**src/rtl/hazard_fwd_ctrl.sv**
```systemverilog
// Hazard/forwarding controller: tracks in-flight register writers, issues EX forward selects, stall/bubble/flush/freeze controls.
// Latency: fwd selects registered (valid the cycle the ID instruction reaches EX); pipeline enables are combinational.
// Backpressure: mdu_busy freezes everything; a load-use stall holds PC and IF/ID and injects a bubble into ID/EX.
//
// Ports:
//   clk, rst_n                    clock, async active-low reset
//   id_*                          decoded ID-stage instruction (sources, destination, load flag)
//   ex_redirect, mdu_busy         taken branch in EX, multicycle-unit freeze
//   pc_write .. idex_bubble       pipeline register enables / clears
//   fwd_a_sel, fwd_b_sel          EX operand sources (0 = ID/EX value, k = post-EX stage k)
//   stall_cnt                     saturating load-use stall cycle count
module hazard_fwd_ctrl #(
    parameter int REG_AW     = 5,
    parameter int FWD_STAGES = 2,
    parameter int LOAD_LAT   = 1,
    parameter int CNT_W      = 16,
    localparam int SEL_W     = $clog2(FWD_STAGES + 1)
) (
    input  logic              clk,
    input  logic              rst_n,
    input  logic              id_valid,
    input  logic [REG_AW-1:0] id_rs,
    input  logic [REG_AW-1:0] id_rt,
    input  logic              id_uses_rs,
    input  logic              id_uses_rt,
    input  logic              id_wr_en,
    input  logic [REG_AW-1:0] id_wr_addr,
    input  logic              id_is_load,
    input  logic              ex_redirect,
    input  logic              mdu_busy,
    output logic              pc_write,
    output logic              ifid_write,
    output logic              ifid_flush,
    output logic              idex_write,
    output logic              idex_bubble,
    output logic [SEL_W-1:0]  fwd_a_sel,
    output logic [SEL_W-1:0]  fwd_b_sel,
    output logic [CNT_W-1:0]  stall_cnt
);

    // Scoreboard entries 0 (EX) .. FWD_STAGES-1. The oldest stage writes the
    // RF and reaches ID through write-through, so it never needs to be searched
    // and is not stored.
    logic [FWD_STAGES-1:0] sb_vld_q;
    logic [FWD_STAGES-1:0] sb_ld_q;
    logic [REG_AW-1:0]     sb_addr_q [FWD_STAGES];

    logic [SEL_W-1:0] fwd_a_sel_q, fwd_a_sel_d;
    logic [SEL_W-1:0] fwd_b_sel_q, fwd_b_sel_d;
    logic [CNT_W-1:0] stall_cnt_q, stall_cnt_d;

    logic [SEL_W-1:0] cand_a, cand_b;
    logic             haz_a, haz_b;
    logic             stall;
    logic             insert_nop;

    // Returns {hazard, select} for one source. Searching from the oldest entry
    // down lets the youngest matching writer overwrite older matches.
    function automatic logic [SEL_W:0] lookup(input logic [REG_AW-1:0] src,
                                              input logic              uses);
        logic [SEL_W-1:0] sel;
        logic             hz;
        sel = '0;
        hz  = 1'b0;
        if (uses && (src != '0)) begin
            for (int j = FWD_STAGES - 1; j >= 0; j--) begin
                if (sb_vld_q[j] && (sb_addr_q[j] == src)) begin
                    sel = SEL_W'(j + 1);
                    // Load data only exists once the load has left stage LOAD_LAT.
                    hz  = sb_ld_q[j] && (j < LOAD_LAT);
                end
            end
        end
        return {hz, sel};
    endfunction

    always_comb begin
        {haz_a, cand_a} = lookup(id_rs, id_uses_rs);
        {haz_b, cand_b} = lookup(id_rt, id_uses_rt);
        stall           = id_valid && (haz_a || haz_b);
        insert_nop      = ex_redirect || stall;

        fwd_a_sel_d = insert_nop ? '0 : cand_a;
        fwd_b_sel_d = insert_nop ? '0 : cand_b;
        // A redirect squashes the stalled instruction, so that cycle is not a stall.
        stall_cnt_d = stall_cnt_q;
        if (stall && !ex_redirect && (stall_cnt_q != '1)) begin
            stall_cnt_d = stall_cnt_q + 1'b1;
        end
    end

    always_comb begin
        pc_write    = 1'b0;
        ifid_write  = 1'b0;
        ifid_flush  = 1'b0;
        idex_write  = 1'b0;
        idex_bubble = 1'b0;
        if (rst_n && !mdu_busy) begin
            if (ex_redirect) begin
                pc_write    = 1'b1;
                ifid_write  = 1'b1;
                ifid_flush  = 1'b1;
                idex_write  = 1'b1;
                idex_bubble = 1'b1;
            end else if (stall) begin
                idex_write  = 1'b1;
                idex_bubble = 1'b1;
            end else begin
                pc_write    = 1'b1;
                ifid_write  = 1'b1;
                idex_write  = 1'b1;
            end
        end
    end

    always_ff @(posedge clk or negedge rst_n) begin
        if (!rst_n) begin
            sb_vld_q    <= '0;
            sb_ld_q     <= '0;
            for (int k = 0; k < FWD_STAGES; k++) begin
                sb_addr_q[k] <= '0;
            end
            fwd_a_sel_q <= '0;
            fwd_b_sel_q <= '0;
            stall_cnt_q <= '0;
        end else if (!mdu_busy) begin
            for (int k = FWD_STAGES - 1; k >= 1; k--) begin
                sb_vld_q[k]  <= sb_vld_q[k-1];
                sb_ld_q[k]   <= sb_ld_q[k-1];
                sb_addr_q[k] <= sb_addr_q[k-1];
            end
            // Writes to $0 are discarded so they can never be forwarded.
            sb_vld_q[0]  <= !insert_nop && id_valid && id_wr_en && (id_wr_addr != '0);
            sb_ld_q[0]   <= id_is_load;
            sb_addr_q[0] <= id_wr_addr;
            fwd_a_sel_q  <= fwd_a_sel_d;
            fwd_b_sel_q  <= fwd_b_sel_d;
            stall_cnt_q  <= stall_cnt_d;
        end
    end

    assign fwd_a_sel = fwd_a_sel_q;
    assign fwd_b_sel = fwd_b_sel_q;
    assign stall_cnt = stall_cnt_q;

endmodule

```
**config.mk**
```make
export PLATFORM = sky130hd
export DESIGN_NAME = hazard_fwd_ctrl
export DESIGN_NICKNAME = d
export VERILOG_FILES = /design/src/rtl/hazard_fwd_ctrl.sv
export SDC_FILE = /design/constraint.sdc
export NUM_CORES = 1
export LEC_CHECK = 0
export CAP_MARGIN = 20
export CELL_PAD_IN_SITES_DETAIL_PLACEMENT = 0
export CELL_PAD_IN_SITES_GLOBAL_PLACEMENT = 1
export CORE_MARGIN = 5
export CORE_UTILIZATION = 43
export CTS_BUF_LIST = sky130_fd_sc_hd__clkbuf_16
export DETAILED_ROUTE_END_ITERATION = 8
export DONT_BUFFER_PORTS = 1
export HOLD_SLACK_MARGIN = 0.03
export PLACE_DENSITY_LB_ADDON = 0.1
export SETUP_SLACK_MARGIN = 0.05
export SLEW_MARGIN = 20
export SYNTH_ARGS = -nofsm -noshare
export SYNTH_HDL_FRONTEND = slang
export SYNTH_SLANG_ARGS = --single-unit
```
**constraint.sdc**
```tcl
create_clock -name clk -period 2.1 [get_ports clk]
set_input_delay 0.105 -clock clk [delete_from_list [all_inputs] [get_ports clk]]
set_output_delay 0.105 -clock clk [all_outputs]
set_load 0.05 [all_outputs]
```
### After elaboration in Yosys (flattened, before gate mapping)

Index checks and enable logic that the tools add are counted.

| storage, ports and cells | value |
|---|---|
| register bits | 33 |
| bits of input ports | 24 |
| output and inout port bits | 25 |
| word-level logic and storage cells | 57 |

| operators by class | value |
|---|---|
| $add $sub $neg | 1 |
| equality and inequality tests | 5 |
| mux-type cells | 21 |
| bitwise operators | 1 |
| reductions and logical operators | 22 |

Operators with widths:

| operator | count |
|---|---|
| == test 5 bit | 4 |
| adder 16 x 1 -> 16 bit (second input constant) | 1 |
| two-way mux 2 bit | 8 |
| inequality test 16 bit (second input constant) | 1 |
| nonzero test 5 bit | 3 |
| logical AND 1 bit | 13 |
| two-way mux 1 bit | 13 |
| zero test 1 bit | 3 |
| logical OR 1 bit | 2 |
| AND reduction 2 bit | 1 |
| NOT 1 bit | 1 |

### Longest topological paths before layout

| depth | value |
|---|---|
| depth in word-level cells | 11 |
| mapped depth | 8 |
| gate-level depth less buffers | 7 |

### Worst setup path before layout

No wires, ideal clock.

| timing | value |
|---|---|
| path type | reg-to-reg |
| start | reg stall_cnt_q[0], in the netlist stall_cnt[0] |
| end | reg stall_cnt_q[1], in the netlist stall_cnt[1] |
| library setup time | 0.128 ns |
| arrival time | 2.320 ns |
| required time | 1.972 ns |
| path slack | -0.347 ns |
| stages on the path, launching flop included | 8 |
| path buffers | 1 |
| clock period less this slack | 2.447 ns |
| path through | dfrtp_1 -> ha_1 -> nand3_1 -> or3_1 -> o31a_1 -> o211ai_2 -> buf_6 -> mux2_1 |

| on the way | value |
|---|---|
| word-level cells in the longest chain between the ends | 3 |
| elaborated cells between the ends (all ways) | 4 |
| classes of those cells | add/sub (1); eq/ne (1); reduce/logical (2) |

Ends and longest elaborated chain:

| what | line | RTL |
|---|---|---|
| start, declared | 50 | `logic [CNT_W-1:0] stall_cnt_q, stall_cnt_d;` |
| start signal, assigned | 138 | `stall_cnt_q <= stall_cnt_d;` |
| parallel branches: the longest is 3 deep, another holds adder 16 x 1 -> 16 bit | n/a |  |

Several ways; the timed one is not identified.
A chain may end at the register's enable or synchronous reset.

### Worst setup path after layout

| timing | value |
|---|---|
| start | reg sb_addr_q[7] (netlist bit) |
| end | out pc_write |

| on the way | value |
|---|---|
| word-level cells in the longest chain between the ends | 9 |
| elaborated cells between the ends (all ways) | 13 |
| classes of those cells | eq/ne (2); mux (7); reduce/logical (4) |

Ends and longest elaborated chain:

| what | line | RTL |
|---|---|---|
| start, declared | 46 | `logic [REG_AW-1:0] sb_addr_q [FWD_STAGES];` |
| start signal, assigned by index | 130 | `sb_addr_q[k] <= sb_addr_q[k-1];` |
| == test 5 bit | 67 | `if (sb_vld_q[j] && (sb_addr_q[j] == src)) begin` |
| logical AND 1 bit | 67 |  |
| two-way mux 1 bit | 67 |  |
| two-way mux 1 bit | 65 | `if (uses && (src != '0)) begin` |
| logical OR 1 bit (*) | 80 | `stall = id_valid && (haz_a \|\| haz_b);` |
| logical AND 1 bit (*) | 80 |  |
| two-way mux 1 bit (*) (3 in a row) | n/a |  |
| end, declared | 31 | `output logic pc_write,` |

Every way passes the cells marked *; elsewhere a longest branch is shown, timed or not.

==> impl.org <==
** Min path
- Startpoint of the tightest hold check path :: id_rt[0]
- The min-delay analysis places its worst path in the category input pin to flop.

** Worst setup path
- Number of cells on the worst reg-to-reg path :: 6
- Worst R2R Setup Slack :: 0.10 ns
- Following the worst setup path forward leads to its endpoint at pc_write.
- Sequence of cells on the critical path :: xnor2_1, nand4_1, nor3_2, buf_4, nor2_4, o31a_1, buf_12
- Reg-to-Reg Start :: stall_cnt[1]
- The worst setup path is captured at an output pin.
- Required time of the critical path :: around 2 ns
- Top fanout value on the critical path :: 4
- For the worst setup path, the data arrival time is between 1.5 and 2 ns.
- On the worst path, the slowest cell contributes a delay of 0.42 ns.
- Crit Reg-Reg Endpoint :: stall_cnt[1]
- Critical path buffer and inverter count :: 2
- STA classifies the critical path startpoint as a flop.
- Crit-path slowest cell :: sky130_fd_sc_hd__dfrtp_1
- Levels on crit path :: 7
- Startpoint-to-endpoint class of the critical path :: flop to output pin
- The cell family contributing the most delay on the critical path is simple AND/OR/NAND/NOR gates.
- Origin of the worst setup path :: sb_addr_q[7]

** Final layout
- Area growth from synthesis to final layout :: 37.1%
- Multi-input gate area :: 967 um^2
- Leaving out filler cells and counting taps, the final layout contains 258.
- Count of fill cells added during filler insertion :: about 340
- Total Nets Final :: 232
- 0 antenna diodes ended up in the layout.
- Summing all flip-flop and latch instances after layout gives 837 um^2.
- The post-route netlist has between 30% and 40% of its cells at a drive strength greater than 1.

** Power and ir drop
- Power spread over the standard cell area amounts to around 660 mW/mm^2.
- Design Power :: between 0.0015 and 0.002 W
- Across the VDD grid, the largest voltage drop is ~0.41 mV.
- Net switching fraction of the power :: between 20% and 30%
- Per report_power, the sequential group accounts for between 40 and 50% of the total.
- Comb power frac :: around an eighth
- The clock network is responsible for a little over two fifths of the overall power.
- Switching component of the power :: 0.000378 W
- The internal power of the cells totals ~0.0012 W.
- Leakage power summed over all cells :: slightly above 1 nW

** Die
- The initialized floorplan defines 23 standard-cell rows.
- Initial Util :: roughly 44%
- The total area inside the core boundary comes to roughly 0.0040 mm^2.
- For this design the top-level I/O count stands at approximately 50.
- The floorplan step set the die height to ~74 um.
- Die width :: approximately 74 um
- Total Die Area :: approximately 0.0055 mm^2

** Yosys
- For this run, the leading register cell type out of synthesis is sky130_fd_sc_hd__dfrtp_1.
- Leading post-synthesis cells by instance count :: sky130_fd_sc_hd__dfrtp_1, sky130_fd_sc_hd__xnor2_1, sky130_fd_sc_hd__xor2_1, sky130_fd_sc_hd__mux2_2
- For this run, the number of Yosys warnings is 0.
- Netlist Area Pre-Place :: ~0.0018 mm^2
- Count of flip-flops with a built-in enable after synthesis :: 0
- Async S/R FF share, synth :: 100%
- The number of nets in the synthesized netlist is between 150 and 200.
- Summed over all instances, the cell type with the most area after synthesis is sky130_fd_sc_hd__dfrtp_1.
- Synthesis inferred 33 register bits.
- Library cells used by synthesis :: 35
- Register area share after synthesis :: a little under half
- Mean area per synthesized cell :: between 10 and 15 um^2
- Yosys instantiated no cell more often than sky130_fd_sc_hd__dfrtp_1.
- Gate count after technology mapping :: 160
- Leading cell types by total area after synthesis :: sky130_fd_sc_hd__dfrtp_1, sky130_fd_sc_hd__xnor2_1, sky130_fd_sc_hd__xor2_1, sky130_fd_sc_hd__mux2_2, sky130_fd_sc_hd__nor3_1
- The top cell type by area accounts for a little under half of the synthesized area.

** Routing
- Wires add up to around 4.3 mm.
- The routed layout has about 1,400 vias.
- Routed wire per std cell :: 16.7 um
- For this run, the detailed router's first-pass iteration total came to 4.
- Via-per-instance ratio :: 5.39
- In this run the remaining antenna-violating nets after routing total 0.
- Detailed-route DRC error count :: 0
- After the first detailed-routing iteration, the DRC count stood at 70.

** Timing
- Slew Viols, Final :: 0
- Based on the critical path, the design can be clocked at up to 492 MHz.
- Of the available clock period, the critical path in the final layout requires 96.8%.
- Transition time at the pin with the least slew margin :: between 0.7 and 0.8 ns
- Adding up every negative setup slack in the final design gives 0 ns.
- Setup violations remaining at the end of the flow were counted as 0.
- Max-Slew Margin vs Limit :: roughly half
- The worst path in the final design needs a cycle of ~2.0 ns, including I/O delays and setup.
- Total count of hold-check failures in the final report :: 0
- Across the routed clock network, the largest skew measured is 0.00667 ns.
- Setup repair after global routing missed its margin :: true

** Place
- Number of instances in the placed design :: about 230
- HPWL after DPL :: just over 3 mm
- Routability congestion estimate from global placement :: just under 0.9
- Number of port buffers :: 0

** GRT
- Global routing finished with a remaining overflow of 0.
- Global routing used between 10% and 20% of the available tracks across all layers.
- Entering global routing, the biggest net connects 34 pins.
- The number of antenna violations at the first check in global routing came to 0.
- First-pass GRT wire length :: ~7.0 mm
- Vias in the first global route :: 1,498

** Clock tree
- The clock net in this run drives a total of 33 sinks.
- Clock buffers created by TritonCTS :: 5
- Deepest clock path buffer count :: 2
- Post-CTS clock slew at the launch and capture registers of the worst setup and hold paths :: 0.05 ns
- CTS root buf :: sky130_fd_sc_hd__clkbuf_16
- The clock reaches the later pin of the worst-skew pair after approximately 0.27 ns.
- Clock tree from TritonCTS :: built
- In this run the number of H-tree levels came out at 2.

** Outcome
- The flow ran to the end, and the final reports show no timing, DRC or antenna violations.

** Job
- Across the run, the number of max-cap violations was 0.
per-layer routing:
layer	global-route usage [%]	routed length [um]	up-vias
met5	0	0	-
met4	5.43	22	0
met3	5.61	296	2
met2	28.1	2170	42
met1	20.3	1830	680
li1	-	-	666
power groups by stage:
| stage | Sequential, W | Clock, W | Combinational, W |
|---|---|---|---|
| 2_1_floorplan | 0.000705 | 0 | 0.000123 |
| 3_3_place_gp | 0.000711 | 0 | 0.000132 |
| 3_5_place_dp | 0.000715 | 0 | 0.000138 |
| 4_1_cts | 0.000704 | 0.000695 | 0.000183 |
| 5_1_grt | 0.000708 | 0.000721 | 0.000219 |
| 6_report | 0.000706 | 0.000674 | 0.000199 |
worst min path at each step:
stage | to | slack [ns] | cells after the start
3_5_place_dp | fwd_b_sel[1] | -0.19 | 0
6_report | fwd_b_sel[1] | 0.06 | 3
5_1_grt | fwd_b_sel[1] | 0.1 | 3
3_3_place_gp | fwd_a_sel[1] | -0.19 | 0
2_1_floorplan | fwd_a_sel[0] | -0.19 | 0
4_1_cts | fwd_b_sel[1] | 0.07 | 3
metrics by stage:
step | util, % | area, um^2 | hold WS (ns) | worst slack (ns)
2_1_floorplan | - | 1800 | -0.191 | -0.0942
4_1_cts | 57.7 | 2290 | 0.0658 | 0.0534
3_5_place_dp | 50.1 | 1990 | -0.190 | 0.0853
6_report | 60.5 | 2400 | 0.0642 | 0.0672
3_3_place_gp | 50.1 | 1990 | -0.190 | 0.126
5_1_grt | 60.5 | 2400 | 0.0991 | -0.0491
cell type report:
cell class / count / share of cell area (%)
Multi-Input combinational cell: 119 / 40.3
Clock inverter: 3 / 0.521
Sequential cell: 33 / 34.8
Clock buffer: 5 / 5.21
Inverter: 5 / 0.781
Tap cell: 50 / 2.60
Timing Repair Buffer: 43 / 15.8
logic make-up after synthesis:
group / count (synthesis) / share of synthesized area, %
flops: 33 / 47.1
fa+ha+maj: 1 / 0.714
simple gates: 57 / 18.1
compound gates: 13 / 6.07
buf+inv: 9 / 2.57
xor+xnor: 34 / 17.0
mux: 13 / 8.36
worst min-delay path, cell delays in order:
cell and delay, ns:
sky130_fd_sc_hd__xnor2_1 0.05, sky130_fd_sc_hd__nand4b_1 0.08, sky130_fd_sc_hd__o41ai_1 0.06
cell usage in the layout, fill, tap and decap left out, types with 3 or more instances in the layout:
master / synthesis / final
sky130_fd_sc_hd__clkbuf_16: 0 / 5
sky130_fd_sc_hd__nor3_1: 11 / 11
sky130_fd_sc_hd__dfrtp_2: 0 / 9
sky130_fd_sc_hd__buf_4: 1 / 29
sky130_fd_sc_hd__inv_1: 5 / 5
sky130_fd_sc_hd__nor2_1: 6 / 6
sky130_fd_sc_hd__nor4_1: 3 / 3
sky130_fd_sc_hd__nand3_1: 6 / 5
sky130_fd_sc_hd__o41ai_1: 3 / 3
sky130_fd_sc_hd__nand4_1: 4 / 4
sky130_fd_sc_hd__mux2_2: 12 / 12
sky130_fd_sc_hd__xnor2_1: 17 / 15
sky130_fd_sc_hd__dfrtp_1: 33 / 24
sky130_fd_sc_hd__dlygate4sd3_1: 0 / 11
sky130_fd_sc_hd__nand2_1: 11 / 11
sky130_fd_sc_hd__or4_1: 4 / 4
sky130_fd_sc_hd__xor2_1: 17 / 17
repair_timing:
item                                   CTS  global route
gates resized for setup                  2             9
setup endpoints to repair                3            12
setup buffers                            3             7
cloned                                   0             1
hold buffers                            12             0
pin swaps                                3             7
endpoints found under the hold margin   50             0
flip-flops by register name (all words and copies together) (netlist names):
register / cells
stall_cnt: 16
fwd_b_sel: 2
sb_ld_q: 1
sb_addr_q: 10
fwd_a_sel: 2
sb_vld_q: 2
Power figures use the tool's default switching activity.
